File: config.mk
export PLATFORM = sky130hd
export DESIGN_NAME = div64x64_seq
export DESIGN_NICKNAME = d
export VERILOG_FILES = /design/src/rtl/div64_pkg.sv /design/src/rtl/div64_sign_cond.sv /design/src/rtl/div64x64_seq.sv
export SDC_FILE = /design/constraint.sdc
export NUM_CORES = 1
export LEC_CHECK = 0
export ABC_AREA = 1
export CAP_MARGIN = 0
export CORE_UTILIZATION = 50
export CTS_CLUSTER_DIAMETER = 200
export DETAILED_ROUTE_END_ITERATION = 8
export GPL_ROUTABILITY_DRIVEN = 0
export PLACE_DENSITY_LB_ADDON = 0.25
export SLEW_MARGIN = 10
export SYNTH_ARGS = -nofsm -noshare
export SYNTH_HDL_FRONTEND = slang
export SYNTH_SLANG_ARGS = --single-unit
File: constraint.sdc
create_clock -name i_clk -period 6.69 [get_ports i_clk]
set_input_delay 1.338 -clock i_clk [delete_from_list [all_inputs] [get_ports i_clk]]
set_output_delay 1.338 -clock i_clk [all_outputs]
set_load 0.005 [all_outputs]
File: src/rtl/div64_pkg.sv
// Shared types and constants for the 64/64 sequential divider.
package div64_pkg;

   localparam int WIDTH = 64;
   localparam int CNT_W = 6;

   typedef enum logic [1:0] {
      IDLE = 2'd0,
      CALC = 2'd1,
      FIX  = 2'd2,
      DONE = 2'd3
   } state_t;

   localparam logic [WIDTH-1:0] DIVZERO_QUOT = {WIDTH{1'b1}};
   localparam logic [WIDTH-1:0] SIGNED_MIN   = {1'b1, {(WIDTH-1){1'b0}}};

endpackage

File: src/rtl/div64_sign_cond.sv
// Conditional two's-complement negate; yields |x| when i_neg flags a negative operand.
module div64_sign_cond #(
   parameter int WIDTH = div64_pkg::WIDTH
) (
   input  logic [WIDTH-1:0] i_val,
   input  logic             i_neg,
   output logic [WIDTH-1:0] o_val
);

   assign o_val = i_neg ? (~i_val + {{(WIDTH-1){1'b0}}, 1'b1}) : i_val;

endmodule

File: src/rtl/div64x64_seq.sv
// Iterative radix-2 non-restoring 64/64 divider with per-operand signedness.
// Optional macro DIV64_FLUSH_EN adds a synchronous i_flush abort input.
module div64x64_seq #(
   parameter int WIDTH = div64_pkg::WIDTH,
   parameter int CNT_W = div64_pkg::CNT_W
) (
   input  logic             i_clk,
   input  logic             i_rstn,
   input  logic             i_valid,
   output logic             o_ready,
   input  logic             i_diva_ns,
   input  logic             i_divb_ns,
   input  logic [WIDTH-1:0] i_diva,
   input  logic [WIDTH-1:0] i_divb,
   output logic             o_valid,
   input  logic             i_ready,
   output logic [WIDTH-1:0] o_quot,
   output logic [WIDTH-1:0] o_rem,
   output logic             o_dz
`ifdef DIV64_FLUSH_EN
   ,
   input  logic             i_flush
`endif
);

   import div64_pkg::*;

   state_t             r_state;
   state_t             w_state_nxt;
   logic [CNT_W-1:0]   r_cnt;
   logic [WIDTH:0]     r_p;
   logic [WIDTH-1:0]   r_q;
   logic [WIDTH-1:0]   r_d;
   logic               r_qneg;
   logic               r_rneg;
   logic [WIDTH-1:0]   r_quot;
   logic [WIDTH-1:0]   r_rem;
   logic               r_dz;

   logic               w_flush;
   logic               w_accept;
   logic               w_a_neg;
   logic               w_b_neg;
   logic               w_divzero;
   logic               w_ovf;
   logic [WIDTH-1:0]   w_amag;
   logic [WIDTH-1:0]   w_bmag;
   logic [WIDTH:0]     w_shift;
   logic [WIDTH:0]     w_p_nxt;
   logic [WIDTH-1:0]   w_q_nxt;
   logic [WIDTH-1:0]   w_rem_mag;
   logic [WIDTH-1:0]   w_quot_fix;
   logic [WIDTH-1:0]   w_rem_fix;
   logic               w_last;

`ifdef DIV64_FLUSH_EN
   assign w_flush = i_flush;
`else
   assign w_flush = 1'b0;
`endif

   assign w_accept  = i_valid & (r_state == IDLE) & ~w_flush;
   assign w_a_neg   = i_diva_ns & i_diva[WIDTH-1];
   assign w_b_neg   = i_divb_ns & i_divb[WIDTH-1];
   assign w_divzero = (i_divb == '0);
   assign w_ovf     = i_diva_ns & i_divb_ns & (i_diva == SIGNED_MIN) & (i_divb == DIVZERO_QUOT);
   assign w_last    = (r_cnt == CNT_W'(WIDTH-1));

   div64_sign_cond #(.WIDTH(WIDTH)) u_abs_a (
      .i_val (i_diva),
      .i_neg (w_a_neg),
      .o_val (w_amag)
   );

   div64_sign_cond #(.WIDTH(WIDTH)) u_abs_b (
      .i_val (i_divb),
      .i_neg (w_b_neg),
      .o_val (w_bmag)
   );

   // One non-restoring step: shift in the next dividend bit, then add or subtract by remainder sign.
   assign w_shift = {r_p[WIDTH-1:0], r_q[WIDTH-1]};
   assign w_p_nxt = r_p[WIDTH] ? (w_shift + {1'b0, r_d}) : (w_shift - {1'b0, r_d});
   assign w_q_nxt = {r_q[WIDTH-2:0], ~w_p_nxt[WIDTH]};

   assign w_rem_mag = r_p[WIDTH] ? (r_p[WIDTH-1:0] + r_d) : r_p[WIDTH-1:0];

   div64_sign_cond #(.WIDTH(WIDTH)) u_fix_q (
      .i_val (r_q),
      .i_neg (r_qneg),
      .o_val (w_quot_fix)
   );

   div64_sign_cond #(.WIDTH(WIDTH)) u_fix_r (
      .i_val (w_rem_mag),
      .i_neg (r_rneg),
      .o_val (w_rem_fix)
   );

   always_comb begin
      w_state_nxt = r_state;
      o_ready     = 1'b0;
      o_valid     = 1'b0;
      case (r_state)
         IDLE: begin
            o_ready = 1'b1;
            if (w_accept) begin
               w_state_nxt = (w_divzero | w_ovf) ? DONE : CALC;
            end
         end
         CALC: begin
            if (w_last) begin
               w_state_nxt = FIX;
            end
         end
         FIX: begin
            w_state_nxt = DONE;
         end
         DONE: begin
            o_valid = 1'b1;
            if (i_ready) begin
               w_state_nxt = IDLE;
            end
         end
         default: begin
            w_state_nxt = IDLE;
         end
      endcase
      if (w_flush) begin
         w_state_nxt = IDLE;
      end
   end

   always_ff @(posedge i_clk or negedge i_rstn) begin
      if (!i_rstn) begin
         r_state <= IDLE;
         r_cnt   <= '0;
         r_quot  <= '0;
         r_rem   <= '0;
         r_dz    <= 1'b0;
      end else begin
         r_state <= w_state_nxt;
         if (w_accept) begin
            r_cnt <= '0;
            if (w_divzero) begin
               r_quot <= DIVZERO_QUOT;
               r_rem  <= i_diva;
               r_dz   <= 1'b1;
            end else if (w_ovf) begin
               r_quot <= i_diva;
               r_rem  <= '0;
               r_dz   <= 1'b0;
            end
         end else if ((r_state == CALC) && !w_flush) begin
            r_cnt <= r_cnt + CNT_W'(1);
         end
         if ((r_state == FIX) && !w_flush) begin
            r_quot <= w_quot_fix;
            r_rem  <= w_rem_fix;
            r_dz   <= 1'b0;
         end
      end
   end

   // Iteration datapath carries no reset; it is always reloaded on accept.
   always_ff @(posedge i_clk) begin
      if (w_accept) begin
         r_p    <= '0;
         r_q    <= w_amag;
         r_d    <= w_bmag;
         r_qneg <= w_a_neg ^ w_b_neg;
         r_rneg <= w_a_neg;
      end else if (r_state == CALC) begin
         r_p <= w_p_nxt;
         r_q <= w_q_nxt;
      end
   end

   assign o_quot = r_quot;
   assign o_rem  = r_rem;
   assign o_dz   = r_dz;

endmodule
# --- Word-level counts from Yosys, hierarchy flattened ---
# Cells that the tools add are included.
word_totals:
  wordCells: 76
  register_bits: 332
  in_bits: 134
  output_inout_bits: 131
classes:
  reduce_logical: 7
  mux: 29
  bitwise_logic: 13
  add_sub_neg: 8
  n_eq_ne: 9
ops:
  columns: ["op", "n"]
  rows:
  - ["64-bit two-way mux", 15]
  - ["64-bit by 1-bit adder with 64-bit output, second input constant", 4]
  - ["64-bit inverter", 4]
  - ["64-bit equality test, second input constant", 2]
  - ["65-bit by 64-bit adder with 65-bit output", 1]
  - ["65-bit two-way mux", 1]
  - ["65-bit by 64-bit subtractor with 65-bit output", 1]
  - ["64-bit adder", 1]
  - ["64-bit logical NOT", 1]
  - ["6-bit two-way mux", 2]
  - ["2-bit two-way mux", 4]
  - ["2-bit one-hot mux with 4 select lines", 1]
  - ["6-bit by 1-bit adder with 6-bit output, second input constant", 1]
  - ["1-bit AND", 6]
  - ["6-bit equality test, second input constant", 1]
  - ["1-bit two-way mux", 6]
  - ["2-bit != test, second input constant", 3]
  - ["2-bit equality test, second input constant", 2]
  - ["2-bit nonzero test", 2]
  - ["3-bit AND reduction", 1]
  - ["3-bit nonzero test", 1]
  - ["2-bit by 1-bit equality test with 1-bit output, second input constant", 1]
  - ["2-bit logical NOT", 1]
  - ["2-bit AND reduction", 1]
  - ["other kinds (3)", 3]

# --- Logic depth before layout (Yosys ltp) ---
# Gate-level depths: netlist of run 1.
logic_depth:
  ltp_word: 7
  depth_mapped: 30
  depth_no_buf: 30

# --- Cells and area by module ---
# A second synthesis of run 1 with hierarchy kept.
unflattened:
  hier_cells: 6874
  hier_area_um2: 38908.6
modules_own_cells:
  columns: ["module", "area_each_um2", "instances", "seq_area_each_um2", "cells_per_inst"]
  rows:
  - ["div64x64_seq", 29044.1, 1, 8633.3, 4882]
  - ["div64_sign_cond", 2466.1, 4, 0.0, 498]

# --- Least setup slack after synthesis of run 1 ---
# OpenSTA, ideal clock, no wires.
synth_timing:
  kind: "input-to-reg"
  from: "in i_valid"
  to: "reg r_q[47] (data pin)"
  stages: 5
  path_slack_ps: 2244
  arrival_ps: 4086
  setup_time_ps: 360
  required_ps: 6330
  path_buffers: 2
  cell_sequence: "nand2_1 > clkinv_1 > clkbuf_1 > clkbuf_1 > o21ai_0"
synth_between:
  elab_chain_cells: 2
synth_lines:
  columns: ["element", "line", "source"]
  rows:
  - ["start, declared", "div64x64_seq.sv:9", "input logic i_valid,"]
  - ["1-bit AND", "div64x64_seq.sv:62", "assign w_accept = i_valid & (r_state == IDLE) & ~w_flush;"]
  - ["via w_accept", "div64x64_seq.sv:41", "logic w_accept;"]
  - ["64-bit two-way mux", "div64x64_seq.sv:167", "if (w_accept) begin"]
  - ["end signal, assigned", "div64x64_seq.sv:169", "r_q <= w_amag;"]
  - ["end signal, assigned", "div64x64_seq.sv:175", "r_q <= w_q_nxt;"]
  - ["end, declared", "div64x64_seq.sv:32", "logic [WIDTH-1:0] r_q;"]
# The timed path passes the listed nets, and every way through them passes these cells.
# A chain may end at the register's enable or synchronous reset.

# --- Worst setup path in the final report of run 1 ---
layout_timing:
  from: "in i_diva[0]"
  to: "reg r_quot[41] (netlist: o_quot[41])"
layout_between:
  elab_chain_cells: 5
layout_lines:
  columns: ["element", "line", "source"]
  rows:
  - ["start, declared", "div64x64_seq.sv:13", "input logic [WIDTH-1:0] i_diva,"]
  - ["64-bit equality test", "div64x64_seq.sv:66", "assign w_ovf = i_diva_ns & i_divb_ns & (i_diva == SIGNED_MIN) & (i_divb == DIVZERO_QUOT);"]
  - ["1-bit AND (2 in a row)", "div64x64_seq.sv:66", null]
  - ["3-bit nonzero test (no source line)", null, null]
  - ["2-bit AND reduction (no source line)", null, null]
  - ["end signal, assigned", "div64x64_seq.sv:150", "r_quot <= i_diva;"]
  - ["end signal, assigned", "div64x64_seq.sv:158", "r_quot <= w_quot_fix;"]
  - ["end, declared", "div64x64_seq.sv:36", "logic [WIDTH-1:0] r_quot;"]
# Every way passes these cells.

==> run metrics, run 1 <==
Worst Hold Endpoint=o_quot[25]; CP Launch Type=input port; Slew headroom=27.55%; Worst Setup End Kind=flip-flop; placed cell area=36360 µm²; post-route setup slack=1.477 ns; CTS Buffer Depth=3; Layout area overhead=14.22%; #FFs+latches synth=332; Nets=5764; CTS Root Cell=clkbuf_16; yosys warns=0; Post-Route WL=117200 µm; met1 Usage GRT=44.21%; crit share post-route=77.93%; CTS hold repair buffers=0; M3 GR Usage=5.614%; cts repair resizes=0; initial antenna violation count=2; worst skew pair latency=0.60 ns; Final Skew=0.03512 ns; grt ovf=0; DRC=1; IO Port Bufs=264; Worst R2R Start=r_d[1]; initial DRC count=3647; first-pass GRT wire length=180200 µm; leakage=17.81 nW; H-tree depth=2; Top FF cell, synth=dfrtp_1; Tot GR Track Use=34.20%; Unique masters post-synth=70; MaxCap Viol Count=0; vias per cell=5.691; syn avg cell area=6.230 µm²; # rows=93; worst slack, placed=1.068 ns; clk sink count=332; Hold Path Class=flip-flop to flip-flop; Num CTS Buffers=40; EDFF count, synth=130; largest net degree at the start of global routing=96; Final ANT Viol Nets=0; failing checks=design-rule violations; postcts setup bufs=0; Most Crowded Layer GR=met2; outcome=finished with violations; Worst Max-Slew Pin Slew=1.083 ns; Post-synth ARST share=41.27%; Seq/Total Area, Yosys=26.17%; worst hold start=o_quot[25]; core area=64810 µm²; Highest Clock Rate=0.1918 GHz; RSZ-0062 raised after global routing=false; Net Count, Synth=5569; Final setup viols=0; total number of vias=36300; Final HPWL DP=93150 µm; Reg clk slew, reported paths=0.06 ns; Cell Area, Synth=32990 µm²; Die Height=258.9 µm; Worst Hold Path Cells=2; CP required=7.10 ns; Design Area, Final=37680 µm²; Power per Cell Area=511.6 nW/µm²; Top Ports=265; Post-Syn Instances=5295; Avg WL per Cell=18.37 µm; setup_tns=0 ns; Final Hold Viols=0; Max Slew Vio Count=0; CTS tree=yes; initial core utilization=50.90%; GR Layer Usage met2=55.00%; die width=258.9 µm; crit path DAT=5.63 ns; first-pass detailed-route iteration total=9; critical path type=input port to flip-flop; r2r setup slk=1.56 ns; Tmin final=5.213 ns; r2r endpoint=r_q[0]; Max VDD drop=0.2300 mV; Die ar.=67010 µm²; Worst R2R Path Depth=26; layout cell share with drive strength beyond 1=4.636%; CP Max Fanout=50; number of global-route vias before repair=33250
-- state kept, by name (all words and copies together), names as in the netlist --
signal   count
r_p         65
o_quot      64
o_rem       64
r_d         64
r_q         64
r_cnt        6
r_state      2
o_dz         1
r_qneg       1
r_rneg       1
-- critical path: stages --
cell	delay, ns
clkdlybuf4s50_1	0.54
inv_2	0.14
ha_1	0.17
nand2_1	0.06
nor2_1	0.20
nand3_1	0.19
nor3_1	0.66
nand4_1	0.41
o21ai_1	0.26
or2_1	0.17
nand2_4	0.25
buf_4	0.42
nor3_4	0.62
a21oi_1	0.18
-- cells in the final DEF (no fill, tap or decap), types with 16 or more instances in the layout --
master | netlist | layout
xnor2_1 | 60 | 60
o21ai_1 | 27 | 27
nand2_1 | 1337 | 1335
nand3_1 | 328 | 328
a22oi_1 | 27 | 27
ha_1 | 138 | 136
clkdlybuf4s50_1 | 0 | 263
o31ai_1 | 16 | 16
or2_2 | 38 | 38
xor2_1 | 168 | 168
o211ai_1 | 39 | 39
nand4_1 | 73 | 73
nor4_1 | 58 | 58
o21ai_0 | 324 | 324
nor2_1 | 664 | 664
inv_1 | 803 | 802
clkbuf_16 | 0 | 40
dfrtp_1 | 137 | 137
nor3_1 | 83 | 83
edfxtp_1 | 130 | 130
nand2_2 | 18 | 18
dfxtp_1 | 65 | 64
a21oi_1 | 319 | 319
a31oi_1 | 104 | 104
buf_4 | 8 | 23
nor2_2 | 28 | 28
-- worst max path at each step --
stage,endpoint,from,slack [ns],depth (start not counted)
final,o_quot[41],i_diva[0],1.48,14
after global routing,r_q[0],r_d[1],1.03,27
after CTS,r_q[0],r_d[1],1.61,29
after detailed placement,o_quot[55],i_diva[0],1.07,14
after global placement,o_quot[54],i_diva[0],1.09,14
after floorplan,r_q[47],i_valid,2.24,5
-- synthesized netlist by cell type, drive strengths merged (4+ instances only) --
cell type,instances,area (µm²)
a211oi,4,30.03
a21boi,5,37.54
a21o,8,60.06
a21oi,322,1623
a22oi,27,202.7
a31oi,104,650.6
and2,4,25.03
and3,5,31.28
buf,51,261.5
clkbuf,84,315.3
clkinv,4,16.26
dfrtp,137,3428
dfxtp,65,1301
edfxtp,130,3904
ha,138,1727
inv,816,3063
nand2,1356,5142
nand3,343,1792
nand3b,14,105.1
nand4,75,481.7
nor2,700,2766
nor3,100,629.4
nor4,58,362.9
o211ai,41,317.8
o21a,5,38.79
o21ai,360,1836
o21bai,14,116.4
o221ai,8,70.07
o22ai,8,50.05
o31ai,17,141.4
or2,42,262.8
xnor2,60,525.5
xor2,168,1471
-- per-stage QoR --
step | util, % | hold WS (ns) | instances | power, mW
floorplan | - | 0.4550 | 5295 | 12.67
global placement | 56.09 | 0.4648 | 6303 | 16.46
detailed placement | 56.09 | 0.4658 | 6303 | 16.64
CTS | 58.13 | 0.4820 | 6377 | 18.88
global route | 58.13 | 0.5051 | 6377 | 20.86
finish | 58.14 | 0.4797 | 6379 | 19.28
-- layer usage --
layer	share of wire [%]	up-vias
li1	-	17700
met1	40	16320
met2	44	1913
met3	11	367
met4	5.5	0
met5	0	-
-- cell type report --
class                   count  area [µm²]
multi-input cells        4008       20730
inverters                 820        3083
repair buffers            288        2836
well taps                 855        1070
fillers                  6381       27130
clock buffers              54        1124
clock inverters            20       195.2
diodes                      2       5.005
flip-flops and latches    332        8637
-- cells by family after synthesis --
family                   count (synthesis)  share of synthesized area (%)
AND/OR/NAND/NOR                       2706                          35.36
flip-flops                             332                          26.17
adder cells (fa/ha/maj)                140                          5.355
buffers and inverters                  955                          11.08
AO/OA/AOI/OAI                          934                          15.98
XOR/XNOR                               228                          6.053
-- power breakdown --
| group | switching (mW) | total [mW] | internal, mW |
|---|---|---|---|
| sequential | 1.09 | 4.29 | 3.20 |
| clock | 0.926 | 2.19 | 1.27 |
| combinational | 8.28 | 12.8 | 4.52 |
Power figures use the tool's default switching activity.
==> run 2: changes to the inputs <==
Clock period 6.69 ns to 5.2 ns, I/O delays scaled along.
==> run 2 against run 1 <==
The run now ends clean. Core utilization up 0.34 points. Clock-buffer cell count up 4. Worst setup slack worse by 1.1 ns. Non-clock buffer count up 18. Global-route usage down 0.17 points. Clock skew down 0.012 ns. First-iteration DRC count up 0.25%. Register-to-register slack worse by 1.2 ns. Largest power group unchanged.
==> run metrics, run 2 (synthesis results as in run 1) <==
outcome=completed; Hold Path Class=input port to asynchronous set/reset pin; first-pass GRT wire length=178700 µm (-0.84%); Tot GR Track Use=34.03% (-0.17 points); Nets=5781 (+0.29%); Num CTS Buffers=39 (-2.5%); Final setup viols=0 (unchanged); largest net degree at the start of global routing=101 (+5.2%); Post-Route WL=116600 µm (-0.54%); Final Skew=0.02265 ns (-0.01247 ns); r2r endpoint=r_p[58]; # rows=93 (unchanged); initial DRC count=3656 (+0.25%); MaxCap Viol Count=0 (unchanged); Design Area, Final=37900 µm² (+0.59%); total number of vias=36290 (-0.039%); grt ovf=0 (unchanged); initial antenna violation count=1 (-1); Critical Path Source=r_d[1]; DRC=0 (-1); clk sink count=332 (unchanged); Highest Clock Rate=0.2059 GHz; Avg WL per Cell=18.24 µm (-0.73%); Final HPWL DP=94340 µm (+1.3%); GR Layer Usage met2=55.15% (+0.15 points); crit path DAT=5.38 ns (-0.25 ns); CP Max Fanout=6 (-88%); placed cell area=36510 µm² (+0.43%); Worst Setup End Kind=flip-flop; Final Core Density=58.48% (+0.34 points); Max Slew Vio Count=0 (unchanged); Top reg by flops=r_p; Max VDD drop=0.3677 mV (+60%); max reg flops=65 (unchanged); setup_tns=0 ns (unchanged); M3 GR Usage=4.617% (-1.0 points); CTS tree=yes; worst skew pair latency=0.58 ns (-0.02 ns); die width=258.9 µm (unchanged); Die ar.=67010 µm² (unchanged); CP required=5.72 ns (-1.38 ns); CTS Root Cell=clkbuf_16; Power per Cell Area=656.3 nW/µm² (+28%); Final Hold Viols=0 (unchanged); number of global-route vias before repair=33160 (-0.26%); H-tree depth=2 (unchanged); IO Port Bufs=264 (unchanged); Layout area overhead=14.89%; critical path type=flip-flop to flip-flop; layout cell share with drive strength beyond 1=5.185% (+0.55 points); crit share post-route=93.40%; CP endpoint=r_p[58]; Worst Max-Slew Pin Slew=0.7982 ns (-0.2846 ns); CTS Buffer Depth=3 (unchanged); commonest non-fill, non-tap cells in the layout=nand2_1, inv_1, nor2_1, nand3_1, o21ai_0; core area=64810 µm² (unchanged); leakage=17.91 nW (+0.57%); CP Launch Type=flip-flop; initial core utilization=50.90% (unchanged); Worst R2R Start=r_d[1]; Tmin final=4.857 ns; Post-Layout Cell Count=6391 (+0.19%); met1 Usage GRT=43.67% (-0.54 points); Die Height=258.9 µm (unchanged); Worst R2R Path Depth=27 (+3.8%); first-pass detailed-route iteration total=7 (-2); dpl cells=6319 (+0.25%); Top Ports=265 (unchanged); leading cell type in the layout, fill and taps excluded=nand2_1; Final ANT Viol Nets=0 (unchanged); Most Crowded Layer GR=met2; vias per cell=5.678 (-0.23%); Slew headroom=46.79% (+19 points); CP peak stage delay=0.39 ns (-0.27 ns); Reg clk slew, reported paths=0.06 ns (about the same); Worst path slowest cell=edfxtp_1; r2r setup slk=0.34 ns (-1.22 ns)
## run 2: changes by cell type in the layout (fill, tap and decap cells not counted), moves of 4 or more
cell / delta
buf_4: +15
ha_1: -4
ha_2: +4
nor2_1: -4
## run 2: repair_timing
action                     CTS  global route
setup buffers                0             2
setup endpoints to repair    0            14
resized for setup            0            22
hold buffers                 0             0
## run 2: final cells by class
type	instances	area (µm²)
well taps	855	1070
fillers	6434	26910
diodes	1	2.502
inverters	820	3083
clock inverters	11	112.6
flip-flops and latches	332	8637
repair buffers	306	3009
multi-input cells	4008	20820
clock buffers	58	1171
## run 2: worst max-delay path, delay by kind of cell (launching register included)
| kind | cells | cell delay, ns |
|---|---|---|
| simple gates | 14 | 2.48 |
| flops | 1 | 0.39 |
| compound gates | 7 | 0.99 |
| fa+ha+maj | 1 | 0.34 |
| xor+xnor | 1 | 0.20 |
| buf+inv | 4 | 0.41 |
## run 2: worst min path at each step
stage / endpoint / slack (ns) / cells past startpoint
after floorplan: r_cnt[3] / 0.46 / 1
after global placement: o_dz / 0.46 / 2
after detailed placement: o_dz / 0.46 / 2
after CTS: o_quot[6] / 0.46 / 1
after global routing: o_quot[5] / 0.49 / 1
final: o_quot[6] / 0.45 / 1
## run 2: report_power, final
part / leakage (nW) / total, mW / internal, mW / switching, mW
clock network: 0.632 / 2.76 / 1.61 / 1.14
registers: 3.39 / 5.55 / 4.11 / 1.44
logic: 13.9 / 16.6 / 5.89 / 10.7
## run 2: routing by layer
metal	share of wire, %	up-vias
met1	40	16310
met4	6.1	0
li1	-	17760
met3	10	377
met2	44	1845
met5	0	-
## run 2: per-stage QoR
stage          hold slack (ns)  setup WS [ns]  power, mW
6_report                0.4477         0.3432      24.87
5_1_grt                 0.4931       -0.07522      26.94
3_5_place_dp            0.4620         0.2640      21.52
3_3_place_gp            0.4573         0.3346      21.27
2_1_floorplan           0.4550          1.052      16.31
4_1_cts                 0.4634         0.2941      24.35
